<file path="src/rtl/settings_pkg.sv">
// Shared types for the settings controller: FSM states, edit-field indices
// and a width helper.
package settings_pkg;

   typedef enum logic [1:0] {
      IDLE   = 2'd0,
      EDIT   = 2'd1,
      COMMIT = 2'd2
   } state_e;

   typedef enum logic [1:0] {
      FLD_MODE  = 2'd0,
      FLD_DIFF  = 2'd1,
      FLD_SPEED = 2'd2
   } field_e;

   localparam int NUM_FIELDS = 3;

   function automatic int max3(input int a, input int b, input int c);
      int m;
      m = (a > b) ? a : b;
      return (m > c) ? m : c;
   endfunction

endpackage

</file>
<file path="src/rtl/settings_field_cnt.sv">
// One shadow field: loadable up/down counter that stays within 0..N-1,
// wrapping at both ends by explicit compare rather than 2**W overflow.
module settings_field_cnt #(
   parameter int W   = 2,
   parameter int N   = 2,
   parameter int DEF = 0
) (
   input  logic         clk,
   input  logic         rst_n,
   input  logic         load,
   input  logic [W-1:0] load_val,
   input  logic         inc,
   input  logic         dec,
   output logic [W-1:0] value
);

   localparam logic [W-1:0] MAX_V = W'(N - 1);
   localparam logic [W-1:0] DEF_V = W'(DEF);

   // inc and dec together cancel and leave the value untouched
   always_ff @(posedge clk or negedge rst_n) begin
      if (!rst_n) begin
         value <= DEF_V;
      end else if (load) begin
         value <= load_val;
      end else if (inc && !dec) begin
         value <= (value == MAX_V) ? '0 : value + W'(1);
      end else if (dec && !inc) begin
         value <= (value == '0) ? MAX_V : value - W'(1);
      end
   end

endmodule

</file>
<file path="src/rtl/settings_ctrl.sv">
// Settings controller: active game configuration plus a shadow edit session
// with atomic commit. Optional idle timeout: define SETTINGS_TIMEOUT_EN.
module settings_ctrl
   import settings_pkg::*;
#(
   parameter int MODE_W      = 2,
   parameter int DIFF_W      = 3,
   parameter int SPEED_W     = 2,
   parameter int N_MODES     = 2,
   parameter int N_DIFF      = 3,
   parameter int N_SPEED     = 2,
   parameter int DEF_MODE    = 0,
   parameter int DEF_DIFF    = 0,
   parameter int DEF_SPEED   = 0,
   parameter int TIMEOUT_CYC = 1000000,
   localparam int VAL_W      = max3(MODE_W, DIFF_W, SPEED_W)
) (
   input  logic               clk,
   input  logic               rst_n,
   input  logic               btn_edit,
   input  logic               btn_sel,
   input  logic               btn_inc,
   input  logic               btn_dec,
   input  logic               btn_ok,
   input  logic               game_active,
   output logic [MODE_W-1:0]  cfg_mode,
   output logic [DIFF_W-1:0]  cfg_difficulty,
   output logic [SPEED_W-1:0] cfg_speed,
   output logic               cfg_update,
   output logic               edit_active,
   output logic [1:0]         edit_field,
   output logic [VAL_W-1:0]   edit_val
);

   localparam logic [1:0] ST_IDLE   = IDLE;
   localparam logic [1:0] ST_EDIT   = EDIT;
   localparam logic [1:0] ST_COMMIT = COMMIT;

   logic [1:0]            state;
   logic [1:0]            field_q;
   logic [MODE_W-1:0]     sh_mode;
   logic [DIFF_W-1:0]     sh_diff;
   logic [SPEED_W-1:0]    sh_speed;
   logic [NUM_FIELDS-1:0] inc_f;
   logic [NUM_FIELDS-1:0] dec_f;
   logic                  enter;
   logic                  in_edit;
   logic                  adj;
   logic                  timeout_hit;

   assign enter   = (state == ST_IDLE) && btn_edit && !game_active;
   assign in_edit = (state == ST_EDIT);
   // value edits only happen when nothing of higher priority claims the cycle
   assign adj     = in_edit && !game_active && !btn_ok && !btn_sel;

   assign inc_f[0] = adj && btn_inc && (field_q == FLD_MODE);
   assign inc_f[1] = adj && btn_inc && (field_q == FLD_DIFF);
   assign inc_f[2] = adj && btn_inc && (field_q == FLD_SPEED);
   assign dec_f[0] = adj && btn_dec && (field_q == FLD_MODE);
   assign dec_f[1] = adj && btn_dec && (field_q == FLD_DIFF);
   assign dec_f[2] = adj && btn_dec && (field_q == FLD_SPEED);

`ifdef SETTINGS_TIMEOUT_EN
   localparam int CNT_W = $clog2(TIMEOUT_CYC);

   logic [CNT_W-1:0] idle_cnt;
   logic             any_btn;

   assign any_btn     = btn_edit | btn_sel | btn_inc | btn_dec | btn_ok;
   assign timeout_hit = in_edit && !any_btn && (idle_cnt == CNT_W'(TIMEOUT_CYC - 1));

   always_ff @(posedge clk or negedge rst_n) begin
      if (!rst_n) begin
         idle_cnt <= '0;
      end else if (enter || any_btn) begin
         idle_cnt <= '0;
      end else if (in_edit) begin
         idle_cnt <= idle_cnt + CNT_W'(1);
      end
   end
`else
   // TIMEOUT_CYC has no effect in this build; the term folds to 0
   assign timeout_hit = (TIMEOUT_CYC == 0);
`endif

   always_ff @(posedge clk or negedge rst_n) begin
      if (!rst_n) begin
         state <= ST_IDLE;
      end else begin
         case (state)
            ST_IDLE:   if (enter) state <= ST_EDIT;
            ST_EDIT: begin
               if (game_active || timeout_hit) state <= ST_IDLE;
               else if (btn_ok)                state <= ST_COMMIT;
            end
            ST_COMMIT: state <= ST_IDLE;
            default:   state <= ST_IDLE;
         endcase
      end
   end

   always_ff @(posedge clk or negedge rst_n) begin
      if (!rst_n) begin
         field_q <= 2'd0;
      end else if (enter) begin
         field_q <= 2'd0;
      end else if (in_edit && !game_active && !btn_ok && btn_sel) begin
         field_q <= (field_q == 2'(NUM_FIELDS - 1)) ? 2'd0 : field_q + 2'd1;
      end
   end

   // all three fields move to active together on the COMMIT exit edge
   always_ff @(posedge clk or negedge rst_n) begin
      if (!rst_n) begin
         cfg_mode       <= MODE_W'(DEF_MODE);
         cfg_difficulty <= DIFF_W'(DEF_DIFF);
         cfg_speed      <= SPEED_W'(DEF_SPEED);
         cfg_update     <= 1'b0;
      end else if (state == ST_COMMIT) begin
         cfg_mode       <= sh_mode;
         cfg_difficulty <= sh_diff;
         cfg_speed      <= sh_speed;
         cfg_update     <= 1'b1;
      end else begin
         cfg_update     <= 1'b0;
      end
   end

   settings_field_cnt #(.W(MODE_W), .N(N_MODES), .DEF(DEF_MODE)) u_mode (
      .clk      (clk),
      .rst_n    (rst_n),
      .load     (enter),
      .load_val (cfg_mode),
      .inc      (inc_f[0]),
      .dec      (dec_f[0]),
      .value    (sh_mode)
   );

   settings_field_cnt #(.W(DIFF_W), .N(N_DIFF), .DEF(DEF_DIFF)) u_diff (
      .clk      (clk),
      .rst_n    (rst_n),
      .load     (enter),
      .load_val (cfg_difficulty),
      .inc      (inc_f[1]),
      .dec      (dec_f[1]),
      .value    (sh_diff)
   );

   settings_field_cnt #(.W(SPEED_W), .N(N_SPEED), .DEF(DEF_SPEED)) u_speed (
      .clk      (clk),
      .rst_n    (rst_n),
      .load     (enter),
      .load_val (cfg_speed),
      .inc      (inc_f[2]),
      .dec      (dec_f[2]),
      .value    (sh_speed)
   );

   assign edit_active = in_edit;
   assign edit_field  = field_q;

   always_comb begin
      edit_val = '0;
      case (field_q)
         FLD_MODE:  edit_val = VAL_W'(sh_mode);
         FLD_DIFF:  edit_val = VAL_W'(sh_diff);
         FLD_SPEED: edit_val = VAL_W'(sh_speed);
         default:   edit_val = '0;
      endcase
   end

endmodule

</file>
<file path="config.mk">
export PLATFORM = sky130hd
export DESIGN_NAME = settings_ctrl
export DESIGN_NICKNAME = d
export VERILOG_FILES = /design/src/rtl/settings_pkg.sv /design/src/rtl/settings_field_cnt.sv /design/src/rtl/settings_ctrl.sv
export SDC_FILE = /design/constraint.sdc
export NUM_CORES = 1
export LEC_CHECK = 0
export ABC_AREA = 1
export CORE_MARGIN = 2
export CORE_UTILIZATION = 51
export DETAILED_ROUTE_END_ITERATION = 10
export PLACE_DENSITY = 0.9
export SYNTH_ARGS = -nofsm -noshare
export SYNTH_HDL_FRONTEND = slang
export SYNTH_HIERARCHICAL = 1
export SYNTH_SLANG_ARGS = --single-unit
</file>
<file path="constraint.sdc">
create_clock -name clk -period 1.95 [get_ports clk]
set_clock_uncertainty 0.15 [all_clocks]
set_input_delay 0.2925 -clock clk [delete_from_list [all_inputs] [get_ports clk]]
set_output_delay 0.2925 -clock clk [all_outputs]
set_load 0.01 [all_outputs]
</file>
==> metrics.txt <==
number of synthesis warnings 6; Yosys cell types 19; nets@finish 224; Die H 52.9 um; global-route wire length before repair 5120 um; Setup WS pre-CTS -138 ps; minimum clock period 2190 ps; Crit-path slowest cell clkdlybuf4s50_1; Die Area 0.00280 mm2; Main synth FF type dfrtp_1; CP top delay family buffers and inverters; GRT Total Usage 0.252; DRT Pass-1 Iters 4; Clock Tree Root clkbuf_4; clock buffer depth 2; top-count cell post-synth nand2_1; Final GP Congestion 0.907; clk_lat worst skew 310 ps; Final Slew Violations 0; switching power share of the total 0.407; switching power about 650 uW; crit path max fanout 5; ANT nets after route 0; CP Cell Sequence nor2_1 > nand2_1 > o211ai_1 > clkdlybuf4s50_1; Fin. Hold Viols 0; FF+latch count, synth 19; CTS tree yes; ranking of synthesized cells by area dfrtp_1 39%, nand2_1 18%, inv_1 9.5%; Worst EP required around 1500 ps; GRT Residual Overflow 0; ant diodes 0; number of port buffers 21; DRC viols 0; setup violators final 2; PD cells 1020 mW/mm2; Seq/Total Area, Yosys 0.390; dpl hpwl about 2300 um; Lkg Pwr approximately 0.00083 uW; post-synthesis instance total 176; Crit path largest cell delay 560 ps; vias in the first global route 1,256; Commonest cells post-synth 57 x nand2_1, 31 x inv_1, 19 x dfrtp_1; syn_nets ~190; starting density of the core 0.546; Slew @ Worst Pin 422 ps; post-detailed-routing wire length 3000 um; Worst Path Class, Setup flip-flop to primary output; routed len/inst approximately 13 um; unrepaired setup endpoints after global routing true; area leader, netlist dfrtp_1; Netlist Area Pre-Place 0.00122 mm2; Max Clock Freq about 460 MHz; Min-Delay Path Class input pin to asynchronous set/reset pin; clock slew at reported path FFs approximately 110 ps; internal power around 950 uW; vias after detailed routing 1,257; Sequential Power Share 0.410; Starting DRT DRC Count 37; CP Buf/Inv Count 1; initial antenna violation count 0; final worst slack -245 ps; fill count 177; status complete, but fails checks; critical path endpoint category primary output; # IOs 22; Max Cap Viol 0; Max IR drop VDD 0.000644 V; Layout area overhead 28.4%; drt via density between 5 and 6; asr flop ratio synth 1.00; Setup Buffers After CTS 0; CTS buffer count 3; Yosys top cell area share 0.390; failing checks setup timing; pin count of the biggest net entering global routing 20; clock share of power 0.129; core area ~0.0022 mm2; die width 52.9 um; Slew headroom 0.718; average size of a mapped cell ~6.9 um2; critical path arrival 1750 ps; clk sink count 19; H-Tree Depth 1; Final Cycle Share 1.13; share of layout cells above drive strength 1 0.129; row count 17; post-layout util 0.701; # hold bufs at CTS 0; Worst Setup Start Kind flip-flop; Post-synth EDFFs 0; power share of the combinational group 0.461
-- layout by cell type, fill, tap and decap left out --
cell type	n
nand2_1	57
inv_1	31
dfrtp_1	19
clkdlybuf4s50_1	19
nand3_1	17
nor2_1	15
buf_4	10
o21ai_0	6
ha_1	5
inv_2	4
o21ai_1	4
nand3_2	3
clkbuf_4	3
o211ai_1	2
nand2_2	2
dlymetal6s2s_1	2
nand2_4	2
nand4_1	2
nand3b_1	2
nor2_2	1
nor2_4	1
nor4_1	1
clkbuf_1	1
a21oi_2	1
-- per-stage QoR --
step | hold slack, ps | TNS (ps) | area [um2] | std cells | power (uW)
finish | 158 | -488 | 1570 | 238 | 1600
global route | 186 | -722 | 1570 | 238 | 1730
CTS | 167 | -681 | 1560 | 238 | 1610
detailed placement | 336 | -722 | 1530 | 234 | 1400
global placement | 335 | -82.0 | 1530 | 234 | 1350
floorplan | -153 | 0 | 1220 | 176 | 1080
-- worst paths after layout --
path | from | end | slack [ps] | cells past startpoint
worst max-delay path | edit_field[1] | edit_val[1] | -240 | 4
worst min-delay path | rst_n | cfg_mode[0] | 160 | 2
worst max register to register | state[1] | u_diff/value[1] | 160 | 12
worst min register to register | cfg_difficulty[0] | cfg_difficulty[0] | 370 | 2
max in group asynchronous | rst_n | cfg_difficulty[2] | 1290 | 2
min in group clk | cfg_difficulty[0] | cfg_difficulty[0] | 370 | 2
-- what timing repair did --
item	in CTS	in global routing
pin swaps	0	0
gates resized for setup	1	2
endpoints found under the setup margin	3	5
-- power by group through the flow --
stage / Combinational, uW / Clock [uW] / Sequential, uW
floorplan: 422 / 0 / 657
global placement: 702 / 0 / 653
detailed placement: 736 / 0 / 663
CTS: 740 / 210 / 655
global route: 837 / 219 / 678
finish: 740 / 207 / 658
-- cell type report --
| cell class | count | area [um2] | area share |
|---|---|---|---|
| clock buffer | 4 | 26.3 | 0.0168 |
| inverter | 35 | 131 | 0.0839 |
| multi-input combinational | 121 | 608 | 0.388 |
| sequential | 19 | 475 | 0.304 |
| tap | 28 | 35.0 | 0.0224 |
| timing repair buffer | 31 | 290 | 0.185 |
-- state kept, by name, indices dropped and copies added, names as in the netlist --
name,count
u_diff/value,3
u_speed/value,2
state,2
cfg_update,1
cfg_mode,2
u_mode/value,2
edit_field,2
cfg_difficulty,3
cfg_speed,2
-- per-layer routing --
layer	up-vias	GRT usage	wire length, um
met5	-	0	0
met1	597	0.283	1300
met3	8	0.0650	155
met2	45	0.450	1480
li1	607	-	-
met4	0	0.0983	64
-- kinds of logic after synthesis --
| group | synth area share |
|---|---|
| AO/OA/AOI/OAI | 0.0605 |
| adder cells (fa/ha/maj) | 0.0513 |
| buffers and inverters | 0.114 |
| flip-flops | 0.390 |
| AND/OR/NAND/NOR | 0.385 |
(Power assumes the default switching activity.)
==> patch 1: new RTL, same settings <==
`DIFF_W`: 3 -> 4.
--- a/src/rtl/settings_ctrl.sv
+++ b/src/rtl/settings_ctrl.sv
@@ -4,7 +4,7 @@
    import settings_pkg::*;
 #(
    parameter int MODE_W      = 2,
-   parameter int DIFF_W      = 3,
+   parameter int DIFF_W      = 4,
    parameter int SPEED_W     = 2,
    parameter int N_MODES     = 2,
    parameter int N_DIFF      = 3,
Ports: changed (resized cfg_difficulty and edit_val); port bits go from 22 to 24. No check against the original RTL was run, so the function may have changed too.
==> patch 1 against the original RTL <==
  * Via count grew 9.7%
  * Fmax grew 15%
  * Wire length grew 17%
  * Synthesized area grew 10%
  * Clock power grew 7%
  * Sequential cell count grew 2
  * Cell area grew 13%
  * Total power grew 17%
  * Setup slack gained 0.29 ns
  * Hold slack lost 0.013 ns
==> patch 1: results (changes against the original RTL) <==
Lkg Pwr: 0.896 nW (+8.2%)
Worst Hold Class: in2async
startpoint types: input port
layout cells sized above 1: 0.196 (+0.0672)
metal1 wirelength: 1.46 mm (+12%)
detail-routed via count per cell: 5.20 (-1.5%)
crit path from: btn_ok
metal3 WL: 198 um (+28%)
initial DRC count: 59 (+59%)
1st-pass router iterations: 6 (+2)
worst slack, placed: -0.189 ns (-0.0503 ns)
Worst path top cell family by delay: simple AND/OR/NAND/NOR gates
WP data arrival: 1.98 ns (+0.23 ns)
top post-synthesis cells by area: dfrtp_1 39%, nand2_1 17%, inv_1 8.4%
Slew HR: 0.679 (-0.0386)
final WL: 3.51 mm (+17%)
syn nets: 203 (+7.4%)
Placed Instances: 256 (+9.4%)
period utilization: 0.976 (-0.150)
sequential-to-total area share from yosys stat: 0.391 (+0.000954)
Fillers: 203 (+15%)
first-pass GRT wire length: 5.61 mm (+9.6%)
GRT Resource Usage Total: 0.228 (-0.0234)
Max rail drop VDD: 0.842 mV (+31%)
Crit-path slowest cell: clkdlybuf4s50_1
met2 routed WL: 1.80 mm (+22%)
Mean Syn Cell Area: 7.04 um2 (+1.6%)
HPWL Detailed: 2.38 mm (+5.8%)
Net Sw Power: 0.000792 W (+21%)
vias in the first global route: 1311 (+4.4%)
R2R Setup Slk: 0.13 ns (-0.03 ns)
GP Congestion: 0.945 (+4.2%)
Routed WL per cell: 13.3 um (+5.3%)
CTS clock-pin slew for the worst setup and hold paths: 0.13 ns (+0.02 ns)
ys async rst share: 1.00 (unchanged)
post-synth cell types: 22 (+3)
register area: 527 um2 (+11%)
largest registers: cfg_difficulty: 4 flops, u_diff/value: 4 flops
status: finished clean
reg-to-reg endpoint: u_diff/value[2]
Synth top cells by count: 61 x nand2_1, 30 x inv_1, 21 x dfrtp_1, 20 x nor2_1, 17 x nand3_1
largest net degree at the start of global routing: 22 (+10%)
IO Port Bufs: 23 (+9.5%)
CP endpoint kind: flip-flop
## patch 1: how the worst min path moves through the flow
stage,to,slack (ns),depth (start not counted)
floorplan,cfg_difficulty[0],-0.15,0
global placement,state[1],0.34,1
detailed placement,state[1],0.35,1
global route,u_speed/value[1],0.16,2
finish,edit_field[0],0.15,2
CTS,edit_field[0],0.16,2
## patch 1: worst reg2reg max path: cells and delay by family, from the launching register on
family          cells  cell delay (ns)
simple gates        7             0.67
flops               1             0.40
compound gates      2             0.29
buf+inv             3             0.21
## patch 1: timing repair
item | 4_1_cts | 5_1_grt
buffers inserted | 3 | 2
gates resized for setup | 9 | 13
pin swaps | 1 | 3
hold endpoints to repair | 0 | 0
setup endpoints to repair | 5 | 7
hold buffers | 0 | 0
## patch 1: cell families after synthesis
family                   Yosys count  synth area share
buffers and inverters             34             0.106
XOR/XNOR                           2            0.0130
adder cells (fa/ha/maj)            4            0.0372
AO/OA/AOI/OAI                     17            0.0753
AND/OR/NAND/NOR                  113             0.378
flip-flops                        21             0.391
## patch 1: layout make-up
type                            count  area share
Inverter                           32      0.0676
Timing Repair Buffer               42       0.205
Sequential cell                    21       0.296
Clock buffer                        4      0.0148
Tap cell                           30      0.0211
Multi-Input combinational cell    136       0.395
## patch 1: power by group through the flow
stage               Combinational [W]  Sequential (W)  Clock [W]
finish                       0.000938        0.000721   0.000222
global route                  0.00103        0.000740   0.000242
CTS                          0.000918        0.000717   0.000223
detailed placement           0.000916        0.000724          0
global placement             0.000879        0.000719          0
floorplan                    0.000499        0.000749          0
## patch 1: through the flow
stage,TNS [ns],hold slack (ns)
final,0,0.145
after floorplan,0,-0.153
after CTS,0,0.159
after detailed placement,-0.741,0.349
after global placement,-0.237,0.343
after global routing,-0.119,0.159
## patch 1: routing by layer
metal	global-route usage	vias to the layer above
met3	0.0468	11
met4	0.0836	0
li1	-	680
met5	0	-
met2	0.406	59
met1	0.268	629
==> patch 2: new RTL, same settings <==
Made on the original files. Register the output `edit_val`, without a reset; this adds one clock of latency there. The other outputs are not delayed to match.
--- a/src/rtl/settings_ctrl.sv
+++ b/src/rtl/settings_ctrl.sv
@@ -35,6 +35,8 @@
    localparam logic [1:0] ST_IDLE   = IDLE;
    localparam logic [1:0] ST_EDIT   = EDIT;
    localparam logic [1:0] ST_COMMIT = COMMIT;
+
+   logic [VAL_W-1:0] edit_val_d;
 
    logic [1:0]            state;
    logic [1:0]            field_q;
@@ -160,13 +162,17 @@
    assign edit_field  = field_q;
 
    always_comb begin
-      edit_val = '0;
+      edit_val_d = '0;
       case (field_q)
-         FLD_MODE:  edit_val = VAL_W'(sh_mode);
-         FLD_DIFF:  edit_val = VAL_W'(sh_diff);
-         FLD_SPEED: edit_val = VAL_W'(sh_speed);
-         default:   edit_val = '0;
+         FLD_MODE:  edit_val_d = VAL_W'(sh_mode);
+         FLD_DIFF:  edit_val_d = VAL_W'(sh_diff);
+         FLD_SPEED: edit_val_d = VAL_W'(sh_speed);
+         default:   edit_val_d = '0;
       endcase
+   end
+
+   always_ff @(posedge clk) begin
+      edit_val <= edit_val_d;
    end
 
 endmodule
Function: changed (a bounded check fails within 4 cycles, from zero or initial values and one cycle with rst_n low).
==> patch 2 against the original RTL <==
  * Setup slack improved by 0.41 ns
  * Sequential power increased by 13%
  * Synthesized cell count increased by 1.7%
  * Cell area is 3.2% higher
  * Largest cell class unchanged
  * Synthesized area is 4.8% higher
  * Wire length down 10%
  * First-iteration DRC count down 16%
  * Sequential cell count grew 3
  * Total power is 6.7% higher
==> patch 2: results (changes against the original RTL) <==
met2 Use GR: 0.327 (-0.123)
top post-synthesis cells by area: dfrtp_1 37%, nand2_1 17%, inv_1 9.1%
sequential-to-total area share from yosys stat: 0.419 (+0.0290)
GRT Resource Usage Total: 0.208 (-0.0437)
Worst Hold Class: in2async
post-synth cell types: 20 (+1)
WP data arrival: 1.34 ns (-0.41 ns)
initial DRC count: 31 (-16%)
M3 GR Usage: 0.0278 (-0.0372)
Tightest Pin Transition: 0.421 ns (-0.000749 ns)
Placed Instances: 236 (+0.85%)
HPWL Detailed: 2.03 mm (-9.9%)
Max rail drop VDD: 0.694 mV (+7.8%)
DR vias: 1191 (-5.3%)
largest registers: cfg_difficulty: 3 flops, edit_val: 3 flops, u_diff/value: 3 flops
R2R Setup Slk: 0.20 ns (+0.04 ns)
FF-to-FF path depth: 11 (-1)
syn nets: 192 (+1.6%)
1st-pass router iterations: 4 (unchanged)
Syn Inst Count: 179 (+1.7%)
status: finished clean
Synth top cells by count: 57 x nand2_1, 31 x inv_1, 19 x dfrtp_1, 17 x nand3_1, 16 x nor2_1
GP Congestion: 0.852 (-6.1%)
Routed WL per cell: 11.1 um (-12%)
first-pass GRT wire length: 4.39 mm (-14%)
Lkg Pwr: 0.827 nW (about the same)
ys async rst share: 0.864 (-0.136)
WHS: 0.140 ns (-0.0178 ns)
nets: 225 (+0.45%)
met1 usage: 0.284 (+0.000858)
most common cell in the synthesized netlist: nand2_1
layout cells sized above 1: 0.123 (-0.00535)
vias in the first global route: 1058 (-16%)
Fillers: 199 (+12%)
Synth Warn #: 6 (unchanged)
detail-routed via count per cell: 4.94 (-6.4%)
## patch 2: per-stage QoR
step	TNS, ns	setup slack (ns)	area (um2)
2_1_floorplan	0	0.322	1280
5_1_grt	0	0.0198	1620
4_1_cts	0	0.175	1610
3_3_place_gp	-0.0676	-0.0434	1570
6_report	0	0.169	1620
3_5_place_dp	-0.369	-0.117	1570
## patch 2: power breakdown
part | switching, W | internal [W]
Combinational | 0.000367 | 0.000352
Clock | 0.000139 | 0.000114
Sequential | 0.000145 | 0.000596
## patch 2: cell families after synthesis
group	count (synthesis)	synth area share
and+or+nand+nor	103	0.366
buffers and inverters	36	0.109
DFF	22	0.419
AOI/OAI and AO/OA	13	0.0577
adders and majority gates	5	0.0489
## patch 2: what timing repair did
item                                    in CTS  in global routing
gates resized for setup                      1                  1
hold buffers                                 0                  0
pin swaps                                    0                  0
endpoints found under the setup margin       1                  1
setup buffers                                0                  1
## patch 2: layout make-up
class | count | area, um2 | area share
Clock buffer | 4 | 36.3 | 0.0224
Sequential cell | 22 | 536 | 0.331
Timing Repair Buffer | 29 | 269 | 0.166
Multi-Input combinational cell | 121 | 607 | 0.375
Inverter | 35 | 131 | 0.0813
Tap cell | 30 | 37.5 | 0.0232
## patch 2: final timing paths
path,end,start
min in group clk,cfg_mode[1],cfg_mode[1]
worst max-delay path,edit_field[1],edit_field[1]
worst min-delay path,cfg_speed[1],rst_n
worst max register to register,u_speed/value[0],state[1]
worst min register to register,cfg_mode[1],cfg_mode[1]
max in group asynchronous,u_mode/value[0],rst_n
## patch 2: per-layer routing
layer	wire length, um	part of all wire
met1	1250	0.47
met2	1260	0.47
met3	122	0.045
met4	42	0.016
met5	0	0
